## config.mk

```make
export PLATFORM = sky130hd
export DESIGN_NAME = menu_stats_ctrl
export DESIGN_NICKNAME = d
export VERILOG_FILES = /design/src/rtl/typeracer_pkg.sv /design/src/rtl/menu_stats_ctrl_divider.sv /design/src/rtl/menu_stats_ctrl.sv
export SDC_FILE = /design/constraint.sdc
export NUM_CORES = 1
export LEC_CHECK = 0
export ABC_CLOCK_PERIOD_IN_PS = 10880
export CORE_MARGIN = 2
export CORE_UTILIZATION = 61
export DETAILED_ROUTE_END_ITERATION = 6
export MAX_ROUTING_LAYER = met4
export PLACE_DENSITY_LB_ADDON = 0.15
export SKIP_CTS_REPAIR_TIMING = 1
export SYNTH_ARGS = -nofsm -noshare
export SYNTH_HDL_FRONTEND = slang
export SYNTH_SLANG_ARGS = --single-unit
```

## constraint.sdc

```tcl
create_clock -name clk -period 10.88 [get_ports clk]
set_clock_uncertainty 0.2 [all_clocks]
set_input_delay 2.176 -clock clk [delete_from_list [all_inputs] [get_ports clk]]
set_output_delay 2.176 -clock clk [all_outputs]
set_load 0.02 [all_outputs]
```

## src/rtl/typeracer_pkg.sv

```systemverilog
// typeracer_pkg: shared FSM state type, mode encodings and menu value range defaults.
package typeracer_pkg;
  typedef enum logic [1:0] {IDLE, UPDATE, DIV_WPM, DIV_ACC} state_t;
  localparam logic MODE_TIME = 1'b0;
  localparam logic MODE_WORD = 1'b1;
  localparam int TIME_MIN_DEF = 15;
  localparam int TIME_MAX_DEF = 60;
  localparam int TIME_STEP_DEF = 15;
  localparam int WORD_MIN_DEF = 10;
  localparam int WORD_MAX_DEF = 50;
  localparam int WORD_STEP_DEF = 10;
endpackage

```

## src/rtl/menu_stats_ctrl_divider.sv

```systemverilog
// seq_divider: unsigned restoring divider, one quotient bit per cycle; the start cycle performs the first step.
module seq_divider #(
  parameter int W = 13
) (
  input  logic         clk,
  input  logic         rst,
  input  logic         start,
  input  logic [W-1:0] dividend,
  input  logic [W-1:0] divisor,
  output logic [W-1:0] quotient,
  output logic         done,
  output logic         run
);
  localparam int CW = $clog2(W);
  logic [W-1:0] rem, quo, r0, q0, rem_next, quo_next;
  logic [CW-1:0] cnt, c0;
  logic [W:0] shifted;
  logic fit;
  always_comb begin
    r0 = start ? '0 : rem;
    q0 = start ? dividend : quo;
    c0 = start ? '0 : cnt;
    shifted = {r0, q0[W-1]};
    fit = shifted >= {1'b0, divisor};
    rem_next = fit ? shifted[W-1:0] - divisor : shifted[W-1:0];
    quo_next = {q0[W-2:0], fit};
    done = (start || run) && c0 == CW'(W - 1);
    quotient = quo_next;
  end
  always_ff @(posedge clk or posedge rst) begin
    if (rst) begin
      rem <= '0;
      quo <= '0;
      cnt <= '0;
      run <= 1'b0;
    end else if (start || run) begin
      rem <= rem_next;
      quo <= quo_next;
      cnt <= c0 + CW'(1);
      run <= !done;
    end
  end
endmodule

```

## src/rtl/menu_stats_ctrl.sv

```systemverilog
// menu_stats_ctrl: menu mode/value selection, game start pulse, and result history with best/average stats.
// MENU_WRAP_EN: when defined, up at MAX wraps to MIN and down at MIN wraps to MAX.
module menu_stats_ctrl
  import typeracer_pkg::*;
#(
  parameter int DEPTH = 8,
  parameter int WPM_W = 10,
  parameter int ACC_W = 7,
  parameter int VAL_W = 7,
  parameter int TIME_MIN = TIME_MIN_DEF,
  parameter int TIME_MAX = TIME_MAX_DEF,
  parameter int TIME_STEP = TIME_STEP_DEF,
  parameter int WORD_MIN = WORD_MIN_DEF,
  parameter int WORD_MAX = WORD_MAX_DEF,
  parameter int WORD_STEP = WORD_STEP_DEF
) (
  input  logic                     clk,
  input  logic                     rst,
  input  logic                     key_up,
  input  logic                     key_down,
  input  logic                     key_left,
  input  logic                     key_right,
  input  logic                     key_enter,
  input  logic                     game_done,
  input  logic [WPM_W-1:0]         wpm_in,
  input  logic [ACC_W-1:0]         acc_in,
  output logic                     mode,
  output logic [VAL_W-1:0]         value,
  output logic                     start,
  output logic                     busy,
  output logic [WPM_W-1:0]         wpm_best,
  output logic [ACC_W-1:0]         acc_best,
  output logic [WPM_W-1:0]         wpm_average,
  output logic [ACC_W-1:0]         acc_average,
  output logic [$clog2(DEPTH):0]   games
);
  localparam int LG = $clog2(DEPTH);
  localparam int GW = LG + 1;
  localparam int SUM_W = WPM_W + LG;
  localparam int ASUM_W = ACC_W + LG;
  state_t state, state_next;
  logic [WPM_W-1:0] wpm_buf [DEPTH];
  logic [ACC_W-1:0] acc_buf [DEPTH];
  logic [WPM_W-1:0] wpm_lat;
  logic [ACC_W-1:0] acc_lat;
  logic [LG-1:0] wr_ptr;
  logic [SUM_W-1:0] wpm_sum, div_q;
  logic [ASUM_W-1:0] acc_sum;
  logic full, keys_ok, toggle, mode_next, div_start, div_done, div_run;
  logic [VAL_W-1:0] mn, mx, st, wrap_up, wrap_dn, up_val, dn_val, value_next;
  assign busy = state != IDLE;
  assign full = games == GW'(DEPTH);
  always_comb begin
    state_next = state == IDLE ? (game_done ? UPDATE : IDLE)
               : state == UPDATE ? DIV_WPM
               : div_done ? (state == DIV_WPM ? DIV_ACC : IDLE) : state;
    div_start = (state == DIV_WPM || state == DIV_ACC) && !div_run;
  end
  always_ff @(posedge clk or posedge rst) begin
    if (rst) state <= IDLE;
    else state <= state_next;
  end
  always_comb begin
    mn = VAL_W'(mode ? WORD_MIN : TIME_MIN);
    mx = VAL_W'(mode ? WORD_MAX : TIME_MAX);
    st = VAL_W'(mode ? WORD_STEP : TIME_STEP);
`ifdef MENU_WRAP_EN
    wrap_up = mn;
    wrap_dn = mx;
`else
    wrap_up = value;
    wrap_dn = value;
`endif
    up_val = value >= mx ? wrap_up : value + st;
    dn_val = value <= mn ? wrap_dn : value - st;
    keys_ok = state == IDLE && !game_done;
    toggle = key_left || key_right;
    mode_next = keys_ok && !key_enter && toggle ? ~mode : mode;
    value_next = !keys_ok || key_enter ? value
               : toggle ? VAL_W'(mode ? TIME_MIN : WORD_MIN)
               : key_up ? up_val
               : key_down ? dn_val : value;
  end
  always_ff @(posedge clk or posedge rst) begin
    if (rst) begin
      mode <= MODE_TIME;
      value <= VAL_W'(TIME_MIN);
      start <= 1'b0;
    end else begin
      mode <= mode_next;
      value <= value_next;
      start <= keys_ok && key_enter;
    end
  end
  // Results are latched with game_done since the inputs need not stay valid into UPDATE.
  always_ff @(posedge clk or posedge rst) begin
    if (rst) begin
      wpm_lat <= '0;
      acc_lat <= '0;
      wr_ptr <= '0;
      wpm_sum <= '0;
      acc_sum <= '0;
      games <= '0;
      wpm_best <= '0;
      acc_best <= '0;
      wpm_average <= '0;
      acc_average <= '0;
      for (int i = 0; i < DEPTH; i++) begin
        wpm_buf[i] <= '0;
        acc_buf[i] <= '0;
      end
    end else begin
      if (state == IDLE && game_done) begin
        wpm_lat <= wpm_in;
        acc_lat <= acc_in;
      end
      if (state == UPDATE) begin
        wpm_buf[wr_ptr] <= wpm_lat;
        acc_buf[wr_ptr] <= acc_lat;
        wr_ptr <= wr_ptr + LG'(1);
        wpm_sum <= wpm_sum - (full ? SUM_W'(wpm_buf[wr_ptr]) : '0) + SUM_W'(wpm_lat);
        acc_sum <= acc_sum - (full ? ASUM_W'(acc_buf[wr_ptr]) : '0) + ASUM_W'(acc_lat);
        games <= full ? games : games + GW'(1);
        wpm_best <= wpm_lat > wpm_best ? wpm_lat : wpm_best;
        acc_best <= acc_lat > acc_best ? acc_lat : acc_best;
      end
      if (div_done && state == DIV_WPM) wpm_average <= WPM_W'(div_q);
      if (div_done && state == DIV_ACC) acc_average <= ACC_W'(div_q);
    end
  end
  seq_divider #(.W(SUM_W)) u_div (
    .clk(clk),
    .rst(rst),
    .start(div_start),
    .dividend(state == DIV_ACC ? SUM_W'(acc_sum) : wpm_sum),
    .divisor(SUM_W'(games)),
    .quotient(div_q),
    .done(div_done),
    .run(div_run)
  );
endmodule

```

======== Word-level counts from Yosys, hierarchy flattened ========
Index checks and enable logic that the tools add are counted.
storage, ports and cells
  register bits ........................... 259
  output and inout port bits .............. 48
  word-level logic and storage cells ...... 121
cells by class
  add/sub/neg operators ................... 10
  magnitude comparators ................... 7
  equal/unequal tests ..................... 7
  muxes and demuxes ....................... 32
  bitwise gates (word level) .............. 4
  reductions and logical operators ........ 27
operator list
  cell                 number
  $bwmux 80            1
  $mux 7               9
  $bwmux 56            1
  $mux 13              4
  $mux 10              4
  $bmux 10 s3          1
  $demux 10 s3         1
  $bmux 7 s3           1
  $demux 7 s3          1
  $ge 14x4->1          1
  $add 13x10->13       1
  $sub 13x10->13       1
  $sub 13x4->13        1
  $add 10x7->10        1
  $gt 10x10->1         1
  $logic_and 1x1->1    10
  $sub 10x7->10        1
  $add 4x1->4 const B  2
  $eq 4x4->1 const B   2
  $mux 2               4
  $mux 4               2
  $add 7x4->7          1
  $ge 7x6->1           1
  $gt 7x7->1           1
  other kinds (19)     34

======== Longest topological paths before layout ========
  word-level depth ........................ 9
  gate-level depth with buffers ........... 16
  gate-level depth less buffers ........... 15

======== By module ========
Synthesis repeated with hierarchy kept, for this count alone.
second synthesis, totals
  cells, all modules ...................... 1308
  area total of the unflattened synthesis .. 14234.9 µm²
by module, submodules not included
  module           times used  cells an instance  area each (µm²)
  menu_stats_ctrl  1           1051               11980.2
  seq_divider      1           257                2254.7

======== Worst setup path after synthesis ========
No wires, ideal clock.
  kind .................................... reg-to-reg
  start point ............................. register wr_ptr[0]
  end point ............................... register wpm_sum[8]
  setup time .............................. 0.120 ns
  data arrival time ....................... 3.790 ns
  slack ................................... 6.770 ns
  stages on the path, launching flop included .. 15
  path through ............................ dfrtp_1 > buf_1 > clkbuf_1 > mux4_2 > mux2i_1 > nor2_1 > fa_1 > inv_1 > ha_1 > nor2b_1 > o31a_1 > o21ai_1 > a211oi_1 > or3_1 > a31o_2
between the ends
  cells in the longest elaborated chain, start to end .. 7
ends and longest elaborated chain
  what                                         line                    text
  from (decl)                                  menu_stats_ctrl.sv:46   logic [LG-1:0] wr_ptr;
  from (signal assigned)                       menu_stats_ctrl.sv:120  wr_ptr <= wr_ptr + LG'(1);
  $not 3->4 (not written as such)              menu_stats_ctrl.sv:121  wpm_sum <= wpm_sum - (full ? SUM_W'(wpm_buf[wr_ptr]) : '0) + SUM_W'(wpm_lat);
  $bmux 10 s3                                  menu_stats_ctrl.sv:121
  $mux 10 (not written as such) (2 in series)  menu_stats_ctrl.sv:121
  $mux 10                                      menu_stats_ctrl.sv:121
  $sub 13x10->13                               menu_stats_ctrl.sv:121
  $add 13x10->13                               menu_stats_ctrl.sv:121
  to (signal assigned)                         menu_stats_ctrl.sv:121
  to (decl)                                    menu_stats_ctrl.sv:47   logic [SUM_W-1:0] wpm_sum, div_q;
Every way passes these cells. The select of a mux whose other input is x is not followed.
A chain may end at the register's enable or synchronous reset.

======== Worst setup path after layout ========
Same ends and word-level chain as after synthesis.

==> flow_summary.json <==
{
  "outcome": "complete, no violations",
  "final_util_pct": 71.8,
  "vdd_drop_max_mv": 0.185,
  "root_buffer": "clkbuf_16",
  "syn_area_mm2": 0.0137,
  "hold_viol": 0,
  "yosysUniqueCellTypes": 66,
  "areaGrowthSynthToFinish_pct": 14.8,
  "synthMostInstantiatedCell": "dfrtp_1",
  "drt_wl_total_mm": 30.2,
  "grt_start_max_net_pins": 136,
  "cts_made_buffers": 28,
  "diodes": 0,
  "syn_nets": 1378,
  "worst_pin_slew_ps": 1170,
  "vias": 9714,
  "start_kind": "flop",
  "drt-vias-per-instance": 5.94,
  "routedWlPerCell_um": 18.5,
  "worstPathMaxFanout": 26,
  "start_util_pct": 62.5,
  "async_flop_share_pct": 100,
  "dieHeight_um": 154,
  "cts_sinks": 259,
  "rsz0062_at_grt": "false",
  "leakage_nw": 7.06,
  "drtIter0Drc": 599,
  "multi_input_area_mm2": 0.00661,
  "setup_viol": 0,
  "hpwl_mm": 20.2,
  "cpPeakStageDelay_ps": 690,
  "syn_inst": 1273,
  "grtUsageMet2_pct": 44.9,
  "syn_area_per_cell_um2": 10.8,
  "crit_family": "compound AO/OA/AOI/OAI gates",
  "power.density_mw_per_mm2": 373,
  "synth_xor_area_share_pct": 1.47,
  "drt_pass1_iterations": 5,
  "period_needed_ps": 4540,
  "cp.arrival_ps": 4770,
  "gp_congestion": 0.902,
  "maxSlewViolCount": 0,
  "tritoncts": "done",
  "io_buffers": 72,
  "clk_latency_ps": 540,
  "die-area_mm2": 0.0237,
  "drive_above_1_share_pct": 16.2,
  "met3_usage_pct": 3.18,
  "power_mw": 5.88,
  "path_cells": "buf_4 > mux4_2 > mux2i_1 > nor2_1 > ha_1 > inv_1 > ha_1 > inv_1 > fa_1 > nor2b_1 > o31a_1 > o21ai_1 > a211oi_1 > or3_1 > a31o_2",
  "grtUsageTotal_pct": 27.5,
  "fin_cells": 1636,
  "grt_pass1_wl_mm": 51.3,
  "fin_nets": 1439,
  "grt_util_met1_pct": 37.8,
  "drc": 0,
  "gr-total-overflow": 0,
  "dp_cells": 1584,
  "critPathBufInv": 3,
  "clkTransAtPathRegs_ps": 60,
  "place_ws_ps": 6170,
  "synth_top_family_by_area": "multiplexers",
  "final.setup.tns_ps": 0,
  "synth_edf_count": 0,
  "io_pins": 73,
  "path_class": "flop to flop",
  "fmax_mhz": 220,
  "end_kind": "flop",
  "yosys.area_share.simple_pct": 10.4,
  "synth_seq_cells": 259,
  "final.fill_count": 1612,
  "htree_levels": 1,
  "synth.area.top_cells": "dfrtp_1, mux2_2, ha_1",
  "maxCapViolations": 0,
  "drt.antenna.violating_nets": 0,
  "slew-limit-headroom_pct": 20.8,
  "hp-class": "flop to flop",
  "grt-busiest-layer": "met2",
  "grt_pass1_vias": 9993,
  "rows": 54,
  "post-synth-top-area-cell": "dfrtp_1",
  "synth_top_area_share_pct": 46.5,
  "register_area_mm2": 0.00649,
  "synthMuxAreaShare_pct": 17.1,
  "antenna_found_initial": 0,
  "core_area_mm2": 0.0220,
  "synthTopCellsByCount": "dfrtp_1, nand2_1, o21ai_0",
  "crit_path_top_delay_cell": "dfrtp_2",
  "synth_ff_type": "dfrtp_1",
  "required_ps": 11110,
  "die_w_um": 154,
  "synthAdderAreaFrac_pct": 8.27,
  "synth_compound_gate_area_share_pct": 10.8,
  "worst_slack_ps": 6340,
  "clockBufferDepth": 3,
  "synth_seq_area_share_pct": 47.2,
  "ys.warnings.count": 0,
  "period_share_pct": 41.7
}
## report_power, final
group / internal [mW] / total [mW] / switching [mW] / leakage (nW)
Combinational: 1.40 / 3.01 / 1.61 / 3.37
Clock: 0.657 / 1.05 / 0.392 / 0.512
Sequential: 1.43 / 1.82 / 0.390 / 3.18
Total: 3.49 / 5.88 / 2.40 / 7.06
## through the flow
stage | hold slack [ps] | instance area [um^2]
floorplan | 245 | 13700
global placement | 257 | 14700
detailed placement | 266 | 14700
CTS | 280 | 15800
global route | 303 | 15800
finish | 274 | 15800
## layout make-up
cell class,count,area share (%)
flip-flops and latches,259,41.2
well taps,280,2.22
repair buffers,89,5.38
inverters,113,2.74
clock inverters,13,1.24
multi-input cells,843,41.9
clock buffers,39,5.35
## per-layer routing
metal	vias up	share of wire, %
met5	-	0
met3	42	4.6
met4	0	1.9
li1	4585	-
met2	230	48
met1	4857	45
## cells in the final DEF, fill, tap and decap left out, types with 8 or more instances in the layout
| cell | n |
|---|---|
| fa_1 | 18 |
| o31ai_1 | 8 |
| nand3_1 | 22 |
| mux2i_1 | 48 |
| clkbuf_8 | 8 |
| nor2b_1 | 9 |
| mux2_2 | 97 |
| o21a_1 | 10 |
| o21ai_0 | 123 |
| mux4_2 | 34 |
| or3_1 | 10 |
| o21ai_1 | 10 |
| xnor2_1 | 18 |
| clkdlybuf4s50_1 | 72 |
| nor2_1 | 60 |
| inv_1 | 111 |
| ha_1 | 61 |
| clkbuf_16 | 29 |
| a21oi_1 | 37 |
| buf_4 | 17 |
| nor3_1 | 13 |
| dfrtp_1 | 253 |
| a31oi_1 | 8 |
| nand2_1 | 145 |
## cells by family (layout without fill, tap and decap cells)
kind of cell    after synthesis  in the layout
mux                         180            180
xor+xnor                     23             23
compound gates              251            251
fa+ha+maj                    80             80
buf+inv                     171            254
simple gates                309            309
flops                       259            259
## registers in the layout (all words and copies together), names as in the netlist, 10 cells and up
register,cells
acc_sum,10
wpm_sum,13
wpm_buf,80
u_div.quo,13
u_div.rem,13
wpm_best,10
wpm_lat,10
wpm_average,10
acc_buf,56
## tightest hold or removal path, stage by stage, from the launching register on
cell     delay, ps
dfrtp_1        330
nand2_1         40
o21ai_0         60
## worst paths after layout
kind	start	endpoint	slack (ps)	depth (start not counted)
worst max-delay path	wr_ptr[0]$_DFFE_PP0P_	wpm_sum[8]$_DFFE_PP0P_	6340	15
worst min-delay path	wpm_buf[8]$_DFFE_PP0P_	wpm_buf[8]$_DFFE_PP0P_	270	2
worst max register to register	wr_ptr[0]$_DFFE_PP0P_	wpm_sum[8]$_DFFE_PP0P_	6340	15
worst min register to register	wpm_buf[8]$_DFFE_PP0P_	wpm_buf[8]$_DFFE_PP0P_	270	2
max in group asynchronous	rst	wpm_sum[11]$_DFFE_PP0P_	6950	3
min in group asynchronous	rst	wpm_lat[7]$_DFFE_PP0P_	2020	2
(Power assumes the default switching activity.)
